===== src/rtl/regif_rr_arbiter.sv =====
// regif_rr_arbiter: round-robin arbiter serialising N_REQ requesters onto one register-file port (grant lock via SRDL2SV_ARB_LOCK_EN)
module regif_rr_arbiter #(
  parameter int N_REQ  = 2,
  parameter int ADDR_W = 32,
  parameter int DATA_W = 32
) (
  input  logic                         bus_clk,
  input  logic                         bus_rst,
  input  logic [N_REQ-1:0]             req_vld,
  input  logic [N_REQ-1:0]             req_write,
  input  logic [N_REQ*ADDR_W-1:0]      req_addr,
  input  logic [N_REQ*(DATA_W/8)-1:0]  req_be,
  input  logic [N_REQ*DATA_W-1:0]      req_wdata,
  input  logic [N_REQ-1:0]             req_lock,
  output logic [N_REQ-1:0]             req_ack,
  output logic [DATA_W-1:0]            req_rdata,
  output logic [ADDR_W-1:0]            addr,
  output logic                         w_vld,
  output logic                         r_vld,
  output logic [DATA_W/8-1:0]          byte_enable,
  output logic [DATA_W-1:0]            sw_wr_bus,
  input  logic [DATA_W-1:0]            sw_rd_bus
);
  localparam int IW = $clog2(N_REQ);
  localparam int BW = DATA_W / 8;
  typedef enum logic [1:0] {IDLE, ISSUE, ACK} state_t;
  state_t state;
  logic [IW-1:0] last, win, pick, idx, grant;
  logic keep;
  always_comb begin
    pick = last;
    idx = '0;
    for (int i = N_REQ; i >= 1; i--) begin
      idx = IW'((int'(last) + i) % N_REQ);
      pick = req_vld[idx] ? idx : pick;
    end
  end
`ifdef SRDL2SV_ARB_LOCK_EN
  logic locked;
  assign keep = locked && req_vld[win];
  always_ff @(posedge bus_clk)
    if (bus_rst) locked <= 1'b0;
    else if (state == ACK) locked <= req_lock[win];
    else if (state == IDLE) locked <= 1'b0;
`else
  logic unused_lock;
  assign unused_lock = ^req_lock;
  assign keep = 1'b0;
`endif
  assign grant = keep ? win : pick;
  always_ff @(posedge bus_clk) begin
    if (bus_rst) begin
      state       <= IDLE;
      last        <= IW'(N_REQ - 1);
      win         <= '0;
      addr        <= '0;
      byte_enable <= '0;
      sw_wr_bus   <= '0;
      w_vld       <= 1'b0;
      r_vld       <= 1'b0;
      req_ack     <= '0;
      req_rdata   <= '0;
    end else begin
      case (state)
        IDLE: if (|req_vld) begin
          win         <= grant;
          last        <= keep ? last : grant;
          addr        <= req_addr[grant*ADDR_W +: ADDR_W];
          byte_enable <= req_be[grant*BW +: BW];
          sw_wr_bus   <= req_wdata[grant*DATA_W +: DATA_W];
          w_vld       <= req_write[grant];
          r_vld       <= !req_write[grant];
          state       <= ISSUE;
        end
        ISSUE: begin
          w_vld     <= 1'b0;
          r_vld     <= 1'b0;
          req_ack   <= N_REQ'(1) << win;
          req_rdata <= r_vld ? sw_rd_bus : '0;
          state     <= ACK;
        end
        ACK: begin
          req_ack   <= '0;
          req_rdata <= '0;
          state     <= IDLE;
        end
        default: state <= IDLE;
      endcase
    end
  end
endmodule


===== config.mk =====
export PLATFORM = sky130hd
export DESIGN_NAME = regif_rr_arbiter
export DESIGN_NICKNAME = d
export VERILOG_FILES = /design/src/rtl/regif_rr_arbiter.sv
export SDC_FILE = /design/constraint.sdc
export NUM_CORES = 1
export LEC_CHECK = 0
export CAP_MARGIN = 20
export CELL_PAD_IN_SITES_DETAIL_PLACEMENT = 2
export CELL_PAD_IN_SITES_GLOBAL_PLACEMENT = 2
export CORE_MARGIN = 10
export CORE_UTILIZATION = 23
export CTS_BUF_LIST = sky130_fd_sc_hd__clkbuf_16
export CTS_CLUSTER_SIZE = 14
export DETAILED_ROUTE_END_ITERATION = 10
export PLACE_DENSITY_LB_ADDON = 0.3
export SLEW_MARGIN = 20
export SYNTH_ARGS = -nofsm -noshare
export SYNTH_HDL_FRONTEND = slang
export SYNTH_SLANG_ARGS = --single-unit
export TNS_END_PERCENT = 50

===== constraint.sdc =====
create_clock -name bus_clk -period 3.5 [get_ports bus_clk]
set_clock_uncertainty 0.1 [all_clocks]
set_input_delay 0.7 -clock bus_clk [delete_from_list [all_inputs] [get_ports bus_clk]]
set_output_delay 0.7 -clock bus_clk [all_outputs]
set_load 0.01 [all_outputs]

==> run_summary.xml, run 1 <==
<?xml version="1.0" encoding="UTF-8"?>
<metrics>
  <group name="setup_path">
    <metric name="crit_start" unit="">req_vld[0]</metric>
    <metric name="crit_path_max_incr_delay" unit="ns">0.51</metric>
    <metric name="worst-setup-path-type" unit="">in -&gt; reg</metric>
    <metric name="r2r_start" unit="">state[1]$_SDFFE_PP0P_</metric>
    <metric name="rrSetupSlack" unit="ns">1.54</metric>
    <metric name="r2r_cells" unit="">6</metric>
    <metric name="rr_endpoint" unit="">sw_wr_bus[27]$_SDFFE_PP0P_</metric>
    <metric name="slowest_stage" unit="">sky130_fd_sc_hd__clkdlybuf4s50_1</metric>
    <metric name="cp_max_fo" unit="">41</metric>
    <metric name="crit_required" unit="ns">3.62</metric>
    <metric name="worst-endpoint-arrival" unit="ns">2.34</metric>
    <metric name="crit_path_cell_trace" unit="">clkdlybuf4s50_1, inv_1, mux2i_4, buf_12, mux2i_1, a211oi_2</metric>
    <metric name="crit_end" unit="">addr[25]$_SDFFE_PP0P_</metric>
    <metric name="setup.worst_path.end_class" unit="">flop</metric>
    <metric name="worstSetupStartpointType" unit="">primary input</metric>
  </group>
  <group name="min_path">
    <metric name="hp-class" unit="">reg -&gt; reg</metric>
    <metric name="timing.hold.worst.start" unit="">req_ack[1]$_SDFFE_PP0P_</metric>
  </group>
  <group name="yosys">
    <metric name="post-synth-top-count-cell" unit="">sky130_fd_sc_hd__dfxtp_1</metric>
    <metric name="asyncSetResetFlopFracSynth" unit="">0</metric>
    <metric name="synth.top_cells.by_count" unit="">sky130_fd_sc_hd__dfxtp_1, sky130_fd_sc_hd__nor2_1, sky130_fd_sc_hd__mux2i_1, sky130_fd_sc_hd__a211oi_2, sky130_fd_sc_hd__a21oi_1</metric>
    <metric name="yosysTopAreaCellShare" unit="">0.434</metric>
    <metric name="postSynthRegisterBits" unit="">108</metric>
    <metric name="synth.net_count" unit="">669</metric>
    <metric name="synthCells" unit="">489</metric>
    <metric name="unique_masters_post_synth" unit="">25</metric>
    <metric name="syn-cell-area" unit="µm²">4980</metric>
    <metric name="synth-edff-count" unit="">0</metric>
    <metric name="synth_top_flop_cell" unit="">sky130_fd_sc_hd__dfxtp_1</metric>
    <metric name="syn_avg_cell_area" unit="µm²">10.2</metric>
    <metric name="ys_top_cells_by_area" unit="">sky130_fd_sc_hd__dfxtp_1, sky130_fd_sc_hd__a211oi_2, sky130_fd_sc_hd__mux2i_1</metric>
    <metric name="seq_area_frac_synth" unit="">0.434</metric>
    <metric name="yosys_warnings" unit="">0</metric>
    <metric name="netlist.top_cell.by_area" unit="">sky130_fd_sc_hd__dfxtp_1</metric>
  </group>
  <group name="clock_tree">
    <metric name="h-tree-depth" unit="">3</metric>
    <metric name="path_clk_slew" unit="ns">0.07</metric>
    <metric name="clock_tree.root_cell" unit="">sky130_fd_sc_hd__clkbuf_16</metric>
    <metric name="post_cts_repair_timing_setup_buffer_count" unit="">0</metric>
    <metric name="cts.sink_count" unit="">108</metric>
    <metric name="clk_path_buf_depth" unit="">2</metric>
    <metric name="cts_hold_fix_bufs" unit="">0</metric>
    <metric name="numCtsBuffers" unit="">9</metric>
    <metric name="clock_insertion_delay_worst_skew" unit="ns">0.35</metric>
    <metric name="cts_tree" unit="">yes</metric>
    <metric name="ctsResizeCount" unit="">0</metric>
  </group>
  <group name="die">
    <metric name="die_height" unit="µm">167</metric>
    <metric name="pin_count" unit="">280</metric>
    <metric name="die-area" unit="µm²">28000</metric>
    <metric name="die_w" unit="µm">167</metric>
    <metric name="row_count" unit="">53</metric>
    <metric name="core-area" unit="µm²">21200</metric>
    <metric name="floorplan.initialDensity" unit="">0.236</metric>
  </group>
  <group name="placed_design">
    <metric name="portBuffers" unit="">277</metric>
    <metric name="detailed_place_hpwl" unit="mm">15.7</metric>
    <metric name="gp_congestion" unit="">0.827</metric>
    <metric name="placed_cell_count" unit="">1007</metric>
  </group>
  <group name="detailed_routing">
    <metric name="wl_met1" unit="mm">8.27</metric>
    <metric name="drt_first_iter_violations" unit="">150</metric>
    <metric name="top_layer_used" unit="">met4</metric>
    <metric name="routed_via_density" unit="">4.52</metric>
    <metric name="drt.antenna.violating_nets" unit="">0</metric>
    <metric name="avgRoutedWirePerCell" unit="µm">19.6</metric>
    <metric name="route.vias.total" unit="">4633</metric>
    <metric name="routed_wirelength" unit="mm">20.1</metric>
    <metric name="wl_met3" unit="mm">1.97</metric>
    <metric name="first_pass_iters" unit="">4</metric>
    <metric name="met2RoutedLength" unit="mm">9.58</metric>
    <metric name="total_drc_errors_in_the_routed_layout" unit="">0</metric>
  </group>
  <group name="cells_and_area">
    <metric name="post_route_cells_drive_above_1_share" unit="">0.128</metric>
    <metric name="final_net_count" unit="">923</metric>
    <metric name="syn2layout_area_growth" unit="%">65.1</metric>
    <metric name="final-instance-count-excl-fill" unit="">1024</metric>
    <metric name="final_util" unit="">0.389</metric>
  </group>
  <group name="timing">
    <metric name="rsz0062_at_grt" unit="">false</metric>
    <metric name="final.setup.tns" unit="ns">0</metric>
    <metric name="timing.max_slew.rel_slack" unit="">0.678</metric>
    <metric name="timing.final.crit_period" unit="ns">2.22</metric>
    <metric name="crit_share_post_route" unit="">0.633</metric>
    <metric name="report.final.setup_viol" unit="">0</metric>
    <metric name="max_clock_freq" unit="MHz">451</metric>
    <metric name="worst-slew-pin-transition" unit="ns">0.484</metric>
    <metric name="finalHoldViolCount" unit="">0</metric>
    <metric name="maxSlewViolCount" unit="">0</metric>
  </group>
  <group name="global_route">
    <metric name="wire_length_of_the_first_global_routing_pass" unit="mm">30.7</metric>
    <metric name="grt.overflow.total" unit="">0</metric>
    <metric name="total_track_usage" unit="">0.136</metric>
    <metric name="antenna_found_initial" unit="">1</metric>
    <metric name="first_global_vias" unit="">5152</metric>
    <metric name="pin_count_of_the_biggest_net_entering_global_routing" unit="">91</metric>
  </group>
  <group name="pwr">
    <metric name="seq_power_share" unit="">0.391</metric>
    <metric name="comb_power_share" unit="">0.322</metric>
    <metric name="power_switching" unit="W">0.00113</metric>
    <metric name="worst_ir_drop_vdd" unit="mV">0.257</metric>
    <metric name="total_leakage_power" unit="nW">3.12</metric>
    <metric name="power.density" unit="nW/µm²">447</metric>
    <metric name="cell_internal_pwr" unit="W">0.00255</metric>
    <metric name="netSwitchingFraction" unit="">0.307</metric>
    <metric name="power_frac_clock" unit="">0.286</metric>
  </group>
  <group name="status">
    <metric name="run_status" unit="">complete, no violations</metric>
  </group>
  <group name="run">
    <metric name="cap_viol_max_count" unit="">0</metric>
  </group>
</metrics>
-- cell families after synthesis --
| group | synth area share |
|---|---|
| muxes | 0.143 |
| AOI/OAI and AO/OA | 0.212 |
| and+or+nand+nor | 0.136 |
| buffers and inverters | 0.0660 |
| DFF | 0.434 |
| adders and majority gates | 0.0100 |
-- layout by cell type (no fill, tap or decap) --
master	count
sky130_fd_sc_hd__inv_6	3
sky130_fd_sc_hd__a21oi_1	36
sky130_fd_sc_hd__nor2_1	106
sky130_fd_sc_hd__ha_1	4
sky130_fd_sc_hd__clkbuf_16	9
sky130_fd_sc_hd__clkinvlp_4	1
sky130_fd_sc_hd__clkdlybuf4s50_1	276
sky130_fd_sc_hd__nor2b_4	1
sky130_fd_sc_hd__a31o_1	1
sky130_fd_sc_hd__clkinv_1	1
sky130_fd_sc_hd__a211oi_2	68
sky130_fd_sc_hd__buf_12	5
sky130_fd_sc_hd__bufinv_16	1
sky130_fd_sc_hd__buf_4	4
sky130_fd_sc_hd__nor3_1	1
sky130_fd_sc_hd__nor3b_1	1
sky130_fd_sc_hd__nand3_1	2
sky130_fd_sc_hd__diode_2	1
sky130_fd_sc_hd__o21bai_1	1
sky130_fd_sc_hd__dfxtp_1	108
sky130_fd_sc_hd__nor2_2	2
sky130_fd_sc_hd__mux2i_4	1
sky130_fd_sc_hd__mux2i_1	70
sky130_fd_sc_hd__nand3b_1	1
sky130_fd_sc_hd__inv_1	4
sky130_fd_sc_hd__nor2b_1	32
sky130_fd_sc_hd__o32ai_1	1
sky130_fd_sc_hd__nand2b_1	1
sky130_fd_sc_hd__and2_1	1
sky130_fd_sc_hd__clkinv_2	1
sky130_fd_sc_hd__nand2_1	5
-- per-stage QoR --
step           instance area [µm²]  total power (W)  setup slack, ns  hold WS [ns]
2_1_floorplan                 4980          0.00209             1.75         0.360
3_3_place_gp                  7930          0.00263            0.982         0.359
3_5_place_dp                  7930          0.00269            0.900         0.374
4_1_cts                       8230          0.00376             1.27         0.390
5_1_grt                       8230          0.00389             1.16         0.403
6_report                      8230          0.00368             1.28         0.383
-- state kept, by name (all words and copies together), names as in the netlist --
| signal | count |
|---|---|
| sw_wr_bus | 32 |
| addr | 32 |
| byte_enable | 4 |
| req_ack | 2 |
| last | 1 |
| req_rdata | 32 |
| state | 2 |
| r_vld | 1 |
| w_vld | 1 |
| win | 1 |
-- critical path: cells and delay by family --
family / cells / cell delay, ns
buf+inv: 3 / 0.89
mux: 2 / 0.59
compound gates: 1 / 0.11
-- layout make-up --
type	count	area [µm²]
diodes	1	2.50
clock buffers	9	225
clock inverters	7	72.6
fillers	2258	12900
inverters	4	15.0
multi-input cells	335	2510
flip-flops and latches	108	2160
well taps	275	344
repair buffers	285	2890
-- routing by layer --
layer  global-route usage  up-vias
li1                     -     2199
met1                0.151     2241
met2                0.232      178
met3               0.0609       15
met4               0.0360        0
met5                    0        -
-- power groups by stage --
stage / clock network (W) / registers (W) / logic (W)
6_report: 0.00105 / 0.00144 / 0.00119
5_1_grt: 0.00114 / 0.00146 / 0.00129
4_1_cts: 0.00110 / 0.00144 / 0.00122
3_5_place_dp: 0 / 0.00147 / 0.00121
3_3_place_gp: 0 / 0.00146 / 0.00117
2_1_floorplan: 0 / 0.00152 / 0.000565
-- how the worst min path moves through the flow --
stage	slack, ns	to	cells past startpoint
6_report	0.38	req_ack[1]$_SDFFE_PP0P_	2
4_1_cts	0.39	req_ack[1]$_SDFFE_PP0P_	2
2_1_floorplan	0.36	state[1]$_SDFFE_PP0P_	2
5_1_grt	0.40	w_vld$_SDFFE_PP0P_	2
3_3_place_gp	0.36	req_ack[1]$_SDFFE_PP0P_	2
3_5_place_dp	0.37	req_ack[1]$_SDFFE_PP0P_	2
No activity file was read; power rests on OpenSTA's default activity.
==> run 2, diff against run 1 <==
Settings changed: CORE_UTILIZATION 23 to 20.
Clock period 3.5 ns to 1.96 ns, I/O delays scaled along.
==> run 2 against run 1 <==
Register-to-register slack got worse by 1.3 ns. Die area is 13% higher. Worst setup slack got worse by 1.1 ns. Clock-buffer cell count is the same.
==> run_summary.xml, run 2 (synthesis results as in run 1) <==
<?xml version="1.0" encoding="UTF-8"?>
<metrics>
  <group name="status">
    <metric name="run_status" unit="">complete, no violations</metric>
  </group>
  <group name="setup_path">
    <metric name="cp_max_fo" unit="">16</metric>
    <metric name="slowest_stage" unit="">sky130_fd_sc_hd__clkdlybuf4s50_1</metric>
    <metric name="worstPathBufferInverterCount" unit="">4</metric>
    <metric name="critical_path.most_common_cell" unit="">sky130_fd_sc_hd__buf_12</metric>
    <metric name="crit_required" unit="ns">2.09</metric>
    <metric name="worstSetupStartpointType" unit="">primary input</metric>
    <metric name="worst-endpoint-arrival" unit="ns">1.95</metric>
    <metric name="crit_path_max_incr_delay" unit="ns">0.51</metric>
    <metric name="worst-setup-path-type" unit="">in -&gt; reg</metric>
    <metric name="crit_path_cell_trace" unit="">clkdlybuf4s50_1, inv_1, mux2i_4, buf_12, buf_12, mux2i_1, a211oi_2</metric>
    <metric name="crit_family" unit="">buffers and inverters</metric>
    <metric name="setup.worst_path.end_class" unit="">flop</metric>
  </group>
  <group name="global_route">
    <metric name="grt.overflow.total" unit="">0</metric>
    <metric name="antenna_found_initial" unit="">1</metric>
    <metric name="first_global_vias" unit="">5377</metric>
    <metric name="wire_length_of_the_first_global_routing_pass" unit="mm">32.1</metric>
    <metric name="pin_count_of_the_biggest_net_entering_global_routing" unit="">44</metric>
    <metric name="total_track_usage" unit="">0.131</metric>
  </group>
  <group name="cells_and_area">
    <metric name="final_area" unit="µm²">8490</metric>
    <metric name="post_route_cells_drive_above_1_share" unit="">0.148</metric>
    <metric name="syn2layout_area_growth" unit="%">70.4</metric>
    <metric name="final_common_cell" unit="">sky130_fd_sc_hd__clkdlybuf4s50_1</metric>
    <metric name="final-instance-count-excl-fill" unit="">1090</metric>
    <metric name="multiInputGateArea" unit="µm²">2520</metric>
    <metric name="seq_area" unit="µm²">2160</metric>
    <metric name="layout.cells.most_common_list" unit="">sky130_fd_sc_hd__clkdlybuf4s50_1, sky130_fd_sc_hd__dfxtp_1, sky130_fd_sc_hd__nor2_1</metric>
    <metric name="reg.largest.list" unit="">addr x32, req_rdata x32, sw_wr_bus x32</metric>
    <metric name="final_net_count" unit="">941</metric>
    <metric name="final_util" unit="">0.348</metric>
    <metric name="fillers" unit="">2705</metric>
  </group>
  <group name="placed_design">
    <metric name="gp_congestion" unit="">0.723</metric>
    <metric name="portBuffers" unit="">277</metric>
    <metric name="placed_cell_count" unit="">1073</metric>
    <metric name="detailed_place_hpwl" unit="mm">17.3</metric>
    <metric name="dpl-instance-area" unit="µm²">8160</metric>
  </group>
  <group name="timing">
    <metric name="max_clock_freq" unit="MHz">551</metric>
    <metric name="worst-slew-pin-transition" unit="ns">0.364</metric>
    <metric name="fin_worst_hold_slack" unit="ns">0.321</metric>
    <metric name="report.final.setup_viol" unit="">0</metric>
    <metric name="crit_share_post_route" unit="">0.927</metric>
    <metric name="timing.final.crit_period" unit="ns">1.82</metric>
    <metric name="rsz0062_at_grt" unit="">false</metric>
    <metric name="maxSlewViolCount" unit="">0</metric>
    <metric name="finalHoldViolCount" unit="">0</metric>
    <metric name="timing.max_slew.rel_slack" unit="">0.757</metric>
  </group>
  <group name="pwr">
    <metric name="total_leakage_power" unit="nW">3.24</metric>
    <metric name="power_switching" unit="W">0.00199</metric>
    <metric name="netSwitchingFraction" unit="">0.296</metric>
    <metric name="power_frac_clock" unit="">0.288</metric>
    <metric name="seq_power_share" unit="">0.383</metric>
    <metric name="cell_internal_pwr" unit="W">0.00473</metric>
    <metric name="power.density" unit="nW/µm²">792</metric>
    <metric name="comb_power_share" unit="">0.330</metric>
    <metric name="worst_ir_drop_vdd" unit="mV">0.313</metric>
    <metric name="p_total" unit="W">0.00672</metric>
  </group>
  <group name="clock_tree">
    <metric name="clk_path_buf_depth" unit="">2</metric>
    <metric name="numCtsBuffers" unit="">9</metric>
    <metric name="cts.sink_count" unit="">108</metric>
    <metric name="cts_tree" unit="">yes</metric>
    <metric name="cts_hold_fix_bufs" unit="">0</metric>
    <metric name="h-tree-depth" unit="">3</metric>
    <metric name="clock_tree.root_cell" unit="">sky130_fd_sc_hd__clkbuf_16</metric>
    <metric name="clock_insertion_delay_worst_skew" unit="ns">0.35</metric>
    <metric name="path_clk_slew" unit="ns">0.07</metric>
  </group>
  <group name="detailed_routing">
    <metric name="total_drc_errors_in_the_routed_layout" unit="">0</metric>
    <metric name="drt.antenna.violating_nets" unit="">0</metric>
    <metric name="routed_via_density" unit="">4.28</metric>
    <metric name="drt_first_iter_violations" unit="">72</metric>
    <metric name="routed_wirelength" unit="mm">21.3</metric>
    <metric name="first_pass_iters" unit="">3</metric>
    <metric name="route.vias.total" unit="">4664</metric>
    <metric name="avgRoutedWirePerCell" unit="µm">19.6</metric>
  </group>
  <group name="run">
    <metric name="cap_viol_max_count" unit="">0</metric>
  </group>
  <group name="die">
    <metric name="row_count" unit="">57</metric>
    <metric name="die_height" unit="µm">178</metric>
    <metric name="die-area" unit="µm²">31600</metric>
    <metric name="die_w" unit="µm">178</metric>
    <metric name="core-area" unit="µm²">24400</metric>
    <metric name="pin_count" unit="">280</metric>
    <metric name="floorplan.initialDensity" unit="">0.204</metric>
  </group>
  <group name="min_path">
    <metric name="hp-class" unit="">in -&gt; reg</metric>
  </group>
</metrics>
run 2: power by group through the flow:
stage | registers [W] | clock network, W | logic, W
5_1_grt | 0.00261 | 0.00214 | 0.00240
4_1_cts | 0.00258 | 0.00205 | 0.00226
2_1_floorplan | 0.00271 | 0 | 0.00101
3_3_place_gp | 0.00260 | 0 | 0.00217
6_report | 0.00257 | 0.00193 | 0.00222
3_5_place_dp | 0.00263 | 0 | 0.00225
run 2: worst register-to-register path: stages (launching register included):
cell and delay (ns):
sky130_fd_sc_hd__dfxtp_1 0.38, sky130_fd_sc_hd__inv_1 0.10, sky130_fd_sc_hd__ha_2 0.38, sky130_fd_sc_hd__buf_4 0.35
sky130_fd_sc_hd__nor2b_1 0.11, sky130_fd_sc_hd__a21oi_1 0.17, sky130_fd_sc_hd__nor2_1 0.06
run 2: layout make-up:
class / instances / share of cell area
inverters: 4 / 0.00177
repair buffers: 303 / 0.363
multi-input cells: 335 / 0.296
diodes: 1 / 0.000295
clock inverters: 6 / 0.00958
well taps: 324 / 0.0477
flip-flops and latches: 108 / 0.255
clock buffers: 9 / 0.0265
run 2: final timing paths:
| check | endpoint | slack [ns] | cells after the start | start |
|---|---|---|---|---|
| max reg2reg | req_rdata[18]$_SDFFE_PP0P_ | 0.20 | 6 | state[1]$_SDFFE_PP0P_ |
| min reg2reg | req_ack[1]$_SDFFE_PP0P_ | 0.37 | 2 | req_ack[1]$_SDFFE_PP0P_ |
| min | sw_wr_bus[4]$_SDFFE_PP0P_ | 0.32 | 2 | bus_rst |
| max | byte_enable[0]$_SDFFE_PP0P_ | 0.14 | 7 | req_vld[0] |
run 2: metal layers:
metal | vias up | track usage | share of wire
met3 | 12 | 0.0608 | 0.098
met1 | 2246 | 0.137 | 0.39
met2 | 167 | 0.233 | 0.51
met4 | 0 | 0.0340 | 0.0092
li1 | 2239 | - | -
met5 | - | 0 | 0
run 2: stage by stage:
step	setup WS, ns	TNS, ns
after floorplan	0.353	0
after global placement	-0.162	-7.09
after detailed placement	-0.262	-11.79
after CTS	0.0129	0
after global routing	0.0160	0
final	0.144	0
run 2: what timing repair did:
| action | CTS | global route |
|---|---|---|
| resized for setup | 0 | 2 |
| endpoints found under the setup margin | 0 | 56 |
| buffers inserted | 0 | 1 |
